<file path="src/rtl/neur_aer_out_tx_pkg.sv">
// Shared definitions for the neuron-event egress path: AER handshake state
// encoding and the layout of the neuron core event word.
package neur_aer_out_tx_pkg;

    typedef enum logic [1:0] {
        ST_IDLE         = 2'd0,
        ST_REQ          = 2'd1,
        ST_WAIT_ACK_LOW = 2'd2
    } aer_tx_state_t;

    localparam int NEUR_EVT_SPIKE_BIT = 6;
    localparam int NEUR_EVT_W         = 7;
    localparam int AER_EVT_W          = 8;

endpackage

</file>
<file path="src/rtl/aer_evt_fifo.sv">
// Synchronous event FIFO; a push at full is accepted only when a pop
// frees a slot on the same edge.
module aer_evt_fifo #(
    parameter int WIDTH = 8,
    parameter int DEPTH = 8
) (
    input  logic             clk,
    input  logic             rstn,
    input  logic             push,
    input  logic             pop,
    input  logic [WIDTH-1:0] din,
    output logic [WIDTH-1:0] head,
    output logic             full,
    output logic             empty,
    output logic             drop
);
    localparam int PW = $clog2(DEPTH);

    logic [WIDTH-1:0] mem [DEPTH];
    logic [PW-1:0]    wr_ptr;
    logic [PW-1:0]    rd_ptr;
    logic [PW:0]      count;
    logic             do_push;
    logic             do_pop;

    assign do_pop  = pop & ~empty;
    assign do_push = push & (~full | do_pop);
    assign drop    = push & ~do_push;

    always_ff @(posedge clk) begin
        if (!rstn) begin
            wr_ptr <= '0;
            rd_ptr <= '0;
            count  <= '0;
        end else begin
            if (do_push) wr_ptr <= wr_ptr + PW'(1);
            if (do_pop)  rd_ptr <= rd_ptr + PW'(1);
            case ({do_push, do_pop})
                2'b10:   count <= count + (PW+1)'(1);
                2'b01:   count <= count - (PW+1)'(1);
                default: count <= count;
            endcase
        end
    end

    // Storage needs no reset; the pointers alone define what is valid.
    always_ff @(posedge clk) begin
        if (do_push) mem[wr_ptr] <= din;
    end

    assign head  = mem[rd_ptr];
    assign full  = (count == (PW+1)'(DEPTH));
    assign empty = (count == '0);

endmodule

</file>
<file path="src/rtl/neur_aer_out_tx.sv">
// Neuron spike egress: buffers firing neuron addresses and sends them
// off-chip over a 4-phase AER REQ/ACK handshake with an asynchronous ACK.
//
//  state           | meaning
//  ST_IDLE         | no request out; start one when an event waits and ack_s is low
//  ST_REQ          | REQ high, ADDR held; ack_s high drops REQ and pops the event
//  ST_WAIT_ACK_LOW | REQ low, waiting for the receiver to release ACK
module neur_aer_out_tx
    import neur_aer_out_tx_pkg::*;
#(
    parameter int M          = AER_EVT_W,
    parameter int FIFO_DEPTH = 8
) (
    input  logic                  CLK,
    input  logic                  RSTN_syncn,
    input  logic                  SPI_GATE_ACTIVITY_sync,
    input  logic                  SPI_OVF_CLR,
    input  logic                  CTRL_NEURMEM_CS,
    input  logic                  CTRL_NEURMEM_WE,
    input  logic [M-1:0]          CTRL_NEURMEM_ADDR,
    input  logic [NEUR_EVT_W-1:0] NEUR_EVENT_OUT,
    output logic [M-1:0]          AEROUT_ADDR,
    output logic                  AEROUT_REQ,
    input  logic                  AEROUT_ACK,
    output logic                  AER_TX_FULL,
    output logic                  AER_TX_OVF
);
    aer_tx_state_t state_q;
    aer_tx_state_t state_d;

    logic         ack_m;
    logic         ack_s;
    logic         spike_push;
    logic         fifo_pop;
    logic         fifo_empty;
    logic         fifo_full;
    logic         fifo_drop;
    logic [M-1:0] fifo_head;
    logic         addr_load;
    logic         req_d;
    logic         evt_unused;

    assign evt_unused = ^NEUR_EVENT_OUT[NEUR_EVT_SPIKE_BIT-1:0];

    assign spike_push = CTRL_NEURMEM_CS & CTRL_NEURMEM_WE
                      & NEUR_EVENT_OUT[NEUR_EVT_SPIKE_BIT] & ~SPI_GATE_ACTIVITY_sync;

    aer_evt_fifo #(
        .WIDTH (M),
        .DEPTH (FIFO_DEPTH)
    ) u_fifo (
        .clk   (CLK),
        .rstn  (RSTN_syncn),
        .push  (spike_push),
        .pop   (fifo_pop),
        .din   (CTRL_NEURMEM_ADDR),
        .head  (fifo_head),
        .full  (fifo_full),
        .empty (fifo_empty),
        .drop  (fifo_drop)
    );

    assign AER_TX_FULL = fifo_full;

    always_ff @(posedge CLK) begin
        if (!RSTN_syncn) begin
            ack_m      <= 1'b0;
            ack_s      <= 1'b0;
            AER_TX_OVF <= 1'b0;
        end else begin
            ack_m <= AEROUT_ACK;
            ack_s <= ack_m;
            // A drop on the same edge as a clear keeps the flag set.
            if (fifo_drop)        AER_TX_OVF <= 1'b1;
            else if (SPI_OVF_CLR) AER_TX_OVF <= 1'b0;
        end
    end

    always_ff @(posedge CLK) begin
        if (!RSTN_syncn) begin
            state_q     <= ST_IDLE;
            AEROUT_REQ  <= 1'b0;
            AEROUT_ADDR <= '0;
        end else begin
            state_q    <= state_d;
            AEROUT_REQ <= req_d;
            if (addr_load) AEROUT_ADDR <= fifo_head;
        end
    end

    always_comb begin
        state_d = state_q;
        case (state_q)
            ST_IDLE:         if (!fifo_empty && !ack_s) state_d = ST_REQ;
            ST_REQ:          if (ack_s)                 state_d = ST_WAIT_ACK_LOW;
            ST_WAIT_ACK_LOW: if (!ack_s)                state_d = ST_IDLE;
            default:                                    state_d = ST_IDLE;
        endcase
    end

    always_comb begin
        addr_load = (state_q == ST_IDLE) && (state_d == ST_REQ);
        fifo_pop  = (state_q == ST_REQ) && ack_s;
        req_d     = (state_d == ST_REQ);
    end

endmodule
</file>
<file path="config.mk">
export PLATFORM = sky130hd
export DESIGN_NAME = neur_aer_out_tx
export DESIGN_NICKNAME = d
export VERILOG_FILES = /design/src/rtl/neur_aer_out_tx_pkg.sv /design/src/rtl/aer_evt_fifo.sv /design/src/rtl/neur_aer_out_tx.sv
export SDC_FILE = /design/constraint.sdc
export NUM_CORES = 1
export LEC_CHECK = 0
export BUFFER_PORTS_ARGS = -buffer_cell sky130_fd_sc_hd__buf_2
export CAP_MARGIN = 20
export CORE_ASPECT_RATIO = 1.4
export CORE_MARGIN = 1
export CORE_UTILIZATION = 58
export DETAILED_ROUTE_END_ITERATION = 10
export GPL_TIMING_DRIVEN = 0
export PLACE_DENSITY = 0.82
export SYNTH_ARGS = -nofsm -noshare
export SYNTH_HDL_FRONTEND = slang
export SYNTH_SLANG_ARGS = --single-unit
</file>
<file path="constraint.sdc">
create_clock -name CLK -period 2.9 [get_ports CLK]
set_input_delay 0.29 -clock CLK [delete_from_list [all_inputs] [get_ports CLK]]
set_output_delay 0.29 -clock CLK [all_outputs]
set_load 0.1 [all_outputs]
</file>
After elaboration in Yosys (flattened, before gate mapping)
Memory sizes are Yosys's and may differ from the RTL's. A register that Yosys moved wholly into a read port is not among the register bits.
Index checks and enable logic that the tools add are counted.
{"block": "totals", "regBits": 16, "ramBits": 64, "word_cells": 49, "n_memories": 1}
{"memory": "u_fifo.mem", "words": 8, "width": 8, "rd": 1, "rd_clocked_by_memory_dff": 1, "write_ports": 1, "line_no": "aer_evt_fifo.sv:19", "text": "logic [WIDTH-1:0] mem [DEPTH];"}
{"block": "op_classes", "n_addsub": 4, "eq_ne": 6, "muxes": 9, "bitwise_logic": 11, "reduce_logical": 10}
{"operator": "case mux 4 bit (2 select lines)", "n": 1}
{"operator": "adder 3 x 1 -> 3 bit, second input constant", "n": 2}
{"operator": "bitwise AND 1 bit", "n": 6}
{"operator": "equality test 2 x 1 -> 1 bit, second input constant", "n": 3}
{"operator": "2-to-1 mux 2 bit", "n": 3}
{"operator": "case mux 2 bit (3 select lines)", "n": 1}
{"operator": "adder 4 x 1 -> 4 bit, second input constant", "n": 1}
{"operator": "equality test 2 bit, second input constant", "n": 2}
{"operator": "equality test 4 bit, second input constant", "n": 1}
{"operator": "logical NOT 4 bit", "n": 1}
{"operator": "2-to-1 mux 1 bit", "n": 4}
{"operator": "inverter 1 bit", "n": 4}
{"operator": "nonzero test 2 bit", "n": 2}
{"operator": "subtractor 4 x 1 -> 4 bit, second input constant", "n": 1}
{"operator": "logical AND 1 bit", "n": 3}
{"operator": "logical NOT 1 bit", "n": 3}
{"operator": "logical NOT 2 bit", "n": 1}
{"operator": "OR 1 bit", "n": 1}

Longest topological paths before layout
{"block": "depth", "word_depth": 8, "depth_mapped": 11}

Cells and area by module
A second synthesis with hierarchy kept.
{"block": "unflattened", "cells_unflattened": 233, "area_unflattened_um2": 3759.9}
{"mod": "aer_evt_fifo", "n_inst": 1, "cells_per_inst": 181, "area_per_inst_um2": 3224.3}
{"mod": "neur_aer_out_tx", "n_inst": 1, "cells_per_inst": 52, "area_per_inst_um2": 535.5}

Least setup slack after synthesis
OpenSTA, ideal clock, no wires.
{"block": "synth_timing", "kind": "reg-to-reg", "start": "reg state_q[0]", "end": "mem u_fifo.mem[1][0], enable pin", "t_arrival_ns": 1.910, "t_required_ns": 2.502, "slack_ns": 0.592, "stages_incl_launch_ff": 5, "path_buffers": 0, "path_cell_list": "dfxtp_1 > nand3b_4 > a31oi_1 > inv_2 > nor4b_1"}
{"block": "synth_via", "elab_chain_cells": 7}
{"element": "start, declared", "line_no": "neur_aer_out_tx.sv:28", "text": "aer_tx_state_t state_q;"}
{"element": "start signal, assigned", "line_no": "neur_aer_out_tx.sv:85", "text": "state_q <= state_d;"}
{"element": "equality test 2 x 1 -> 1 bit", "line_no": "neur_aer_out_tx.sv:103", "text": "fifo_pop = (state_q == ST_REQ) && ack_s;"}
{"element": "logical AND 1 bit", "line_no": "neur_aer_out_tx.sv:103"}
{"element": "bitwise AND 1 bit", "line_no": "aer_evt_fifo.sv:26", "text": "assign do_pop = pop & ~empty;"}
{"element": "OR 1 bit", "line_no": "aer_evt_fifo.sv:27", "text": "assign do_push = push & (~full | do_pop);"}
{"element": "bitwise AND 1 bit", "line_no": "aer_evt_fifo.sv:27"}
{"element": "2-to-1 mux 1 bit", "line_no": "aer_evt_fifo.sv:48", "text": "if (do_push) mem[wr_ptr] <= din;"}
{"element": "2-to-1 mux 1 bit (implied by the code)", "line_no": "aer_evt_fifo.sv:48"}
{"element": "end, declared", "line_no": "aer_evt_fifo.sv:19"}
Every way passes these cells.

Worst setup path in the final report
{"block": "layout_timing", "start": "reg ack_s", "end": "reg u_fifo.count[2]"}
{"block": "layout_via", "elab_chain_cells": 6}
{"element": "start, declared", "line_no": "neur_aer_out_tx.sv:32", "text": "logic ack_s;"}
{"element": "start signal, assigned", "line_no": "neur_aer_out_tx.sv:72", "text": "ack_s <= ack_m;"}
{"element": "logical AND 1 bit *", "line_no": "neur_aer_out_tx.sv:103"}
{"element": "bitwise AND 1 bit *", "line_no": "aer_evt_fifo.sv:26"}
{"element": "OR 1 bit", "line_no": "aer_evt_fifo.sv:27"}
{"element": "bitwise AND 1 bit", "line_no": "aer_evt_fifo.sv:27"}
{"element": "equality test 2 x 1 -> 1 bit or equality test 2 bit (tied branches)", "line_no": "aer_evt_fifo.sv:38", "text": "case ({do_push, do_pop})"}
{"element": "case mux 4 bit (2 select lines) or nonzero test 2 bit (tied branches)"}
{"element": "end signal, assigned", "line_no": "aer_evt_fifo.sv:39", "text": "2'b10: count <= count + (PW+1)'(1);"}
{"element": "end signal, assigned", "line_no": "aer_evt_fifo.sv:40", "text": "2'b01: count <= count - (PW+1)'(1);"}
{"element": "end signal, assigned", "line_no": "aer_evt_fifo.sv:41", "text": "default: count <= count;"}
{"element": "end, declared", "line_no": "aer_evt_fifo.sv:22", "text": "logic [PW:0] count;"}
Mark *: on every way between the ends. The rest lies on a longest branch, timed or not.
A chain may end at the register's enable or synchronous reset.

==> impl_results.md <==
- Outcome: finished, final reports clean
- Post-DRT Antenna Nets: 0
- Worst path slowest cell: dfxtp_1
- Pin count of the biggest net entering global routing: 16
- Critical path data required time: 3.18 ns
- Commonest non-fill, non-tap cell in the layout: edfxtp_1
- Worst hold path cell count: 2
- RSZ-0062 raised after global routing: no
- Setup Skew: 0.00908 ns
- Root Driver: clkbuf_8
- Initial core utilization: 0.601
- Cell Area, Placed: 3760 µm²
- Port Buffer Count: 26
- Worst Reg-to-Reg Cells: 10
- Worst-path clk slew: 0.08 ns
- EDFF count, synth: 64
- Die height: 93.9 µm
- Delay-heaviest family, CP: compound AO/OA/AOI/OAI gates
- Area growth from synthesis to layout: 14.2%
- Inserted Diodes: 0
- CP startpoint kind: flip-flop
- GRT Overall Usage: 0.239
- Cell Rows: 33
- Hold Path Sink: ack_m
- First-pass GRT wire length: 10.2 mm
- Pleak: 1.41 nW
- Place WS: 0.370 ns
- CTS buffer count: 9
- Setup violations, final: 0
- Fill cell count: 406
- DRC: 0
- Commonest cells after routing, fill and taps aside: edfxtp_1 (64), buf_2 (28), dfxtp_1 (24)
- Least-Margin Pin Slew: 0.943 ns
- Multi-input combinational cell area: 1050 µm²
- Max incr delay on CP: 0.44 ns
- CP Class: flip-flop to flip-flop
- Crit path cell chain: nand3b_4 > a31oi_1 > inv_2 > ha_1 > xor2_1 > ha_1 > a21oi_1 > xor2_1 > or3_1 > a21boi_0
- Area leader, netlist: edfxtp_1
- Gate Count Post-Synth: 213
- Cts repair resizes: 0
- R2r startpoint: ack_s
- Setup WS post-layout: 0.342 ns
- Crit Path Max Fanout: 9
- Synth Register Bits: 88
- Reg2Reg Setup Slack: 0.34 ns
- Vias in the first global route: 2005
- Worst Setup End Kind: flip-flop
- Number of I/O pins: 33
- Gpl congestion: 0.692
- Share of the synthesized area in the top cell type: 0.549
- TritonRoute pass-1 iters: 4
- Sequential share of the synthesized area: 0.687
- Core area: 5820 µm²
- Post-DP HPWL: 4.27 mm
- Max-slew violation count: 0
- Yosys warns: 0
- Hold crit path type: input port to flip-flop
- R2r endpoint: u_fifo.count[2]
- Worst EP arrival: 2.84 ns
- Die area: 6350 µm²
- Final Hold Fails: 0
- Layout cells sized above 1: 0.305
- CP bufs+invs: 1
- Async set-reset flop share out of synthesis: 0
- Post-synth net total: 240
- Postcts setup bufs: 0
- Max-cap violations: 0
- Final Cycle Share: 0.882
- CTS Sinks: 88
- P per Cell Area: 603 nW/µm²
- Clock insertion delay at the later pin of the skew report: 0.35 ns
- Die width: 67.6 µm
- Most used DFF post-synth: edfxtp_1
- Top post-synthesis cells by area: edfxtp_1 (55%), dfxtp_1 (14%), mux4_2 (10%), ha_1 (1.8%), and2_1 (1.6%)
- Final non-filler cell area: 3990 µm²
- Syn Area/Cell: 16.4 µm²
- Netlist cell types: 41
- Vias/cell: 5.90
- Placed Instances: 312
- Max VDD drop: 0.000374 V
- Vias post-DR: 1940
- # hold bufs at CTS: 0
- Max Clk Rate: 0.391 GHz
- Avg WL per Cell: 19.9 µm
- Initial antenna violation count: 0
- Final Core Density: 0.686
- Starting DRC count in detailed routing: 71
- Post-Syn Area: 3500 µm²
- Register area: 2400 µm²
- Non-Filler Instances: 329
- Final WL: 6.56 mm
- Hold_sp: AEROUT_ACK
- CTS tree: yes
- # nets final: 281
- Grt ovf: 0
- Longest Clk Path Bufs: 2
- Slew headroom: 0.369
- H-tree depth: 3
- Minimum clock period: 2.56 ns
## layout make-up
cell class	instances	area share
buffer	9	0.0154
clock buffer	11	0.0354
clock inverter	5	0.0204
inverter	3	0.00282
multi-input combinational	113	0.263
sequential	88	0.602
tap	70	0.0219
timing repair buffer	30	0.0395
## where the power goes
group	internal (mW)	switching (mW)	total [mW]
combinational	0.0283	0.0804	0.109
clock	0.509	0.425	0.934
sequential	1.36	0.00757	1.36
total	1.89	0.513	2.41
## flip-flops by register name, indices dropped and copies added, names as in the netlist
name           flops
u_fifo.mem        64
u_fifo.rd_ptr      3
ack_m              1
u_fifo.wr_ptr      3
AEROUT_REQ         1
AEROUT_ADDR        8
u_fifo.count       4
ack_s              1
AER_TX_OVF         1
state_q            2
## how the worst max path moves through the flow
stage	from	endpoint	cells past startpoint
3_3_place_gp	ack_s	u_fifo.mem[1][2]	4
4_1_cts	ack_s	u_fifo.count[2]	10
5_1_grt	u_fifo.count[0]	u_fifo.count[2]	10
2_1_floorplan	state_q[0]	u_fifo.mem[1][0]	4
3_5_place_dp	ack_s	u_fifo.count[2]	10
6_report	ack_s	u_fifo.count[2]	10
## Yosys cell counts, types with 2 or more instances
| cell type | instances |
|---|---|
| nor2_1 | 11 |
| xor2_1 | 4 |
| nor3_1 | 4 |
| nor2b_1 | 4 |
| a21oi_1 | 2 |
| ha_1 | 5 |
| and2_1 | 9 |
| dfxtp_1 | 24 |
| a31oi_1 | 2 |
| nand2_1 | 6 |
| a21boi_0 | 4 |
| edfxtp_1 | 64 |
| o21ai_1 | 7 |
| inv_1 | 2 |
| nand3_2 | 2 |
| clkbuf_1 | 3 |
| nor4b_1 | 3 |
| buf_6 | 3 |
| nor4_1 | 2 |
| mux4_2 | 16 |
| nor3b_1 | 4 |
| xnor2_1 | 3 |
| o22ai_1 | 9 |
| o21ai_0 | 2 |
| mux2i_1 | 2 |
## kinds of logic after synthesis
kind of cell    after synthesis  share of synthesized area
compound gates               29                     0.0511
xor+xnor                      7                     0.0175
fa+ha+maj                     5                     0.0179
buf+inv                      12                     0.0207
flops                        88                      0.687
mux                          18                      0.109
simple gates                 54                     0.0973
## stage by stage
| step | setup TNS [ns] | total power, mW | hold WS (ns) |
|---|---|---|---|
| final | 0 | 2.41 | 0.145 |
| after detailed placement | 0 | 1.50 | 0.437 |
| after floorplan | 0 | 1.46 | 0.389 |
| after CTS | 0 | 2.42 | 0.135 |
| after global routing | 0 | 2.47 | 0.145 |
| after global placement | -5.48 | 1.50 | 0.428 |
## routing by layer
metal / part of all wire / wire [µm] / vias up / track usage
met5: 0 / 0 / - / 0
met4: 0.023 / 148 / 0 / 0.108
met3: 0.037 / 241 / 10 / 0.0643
met2: 0.53 / 3450 / 54 / 0.391
met1: 0.42 / 2720 / 967 / 0.288
li1: - / - / 909 / -
No activity file was read; power rests on OpenSTA's default activity.
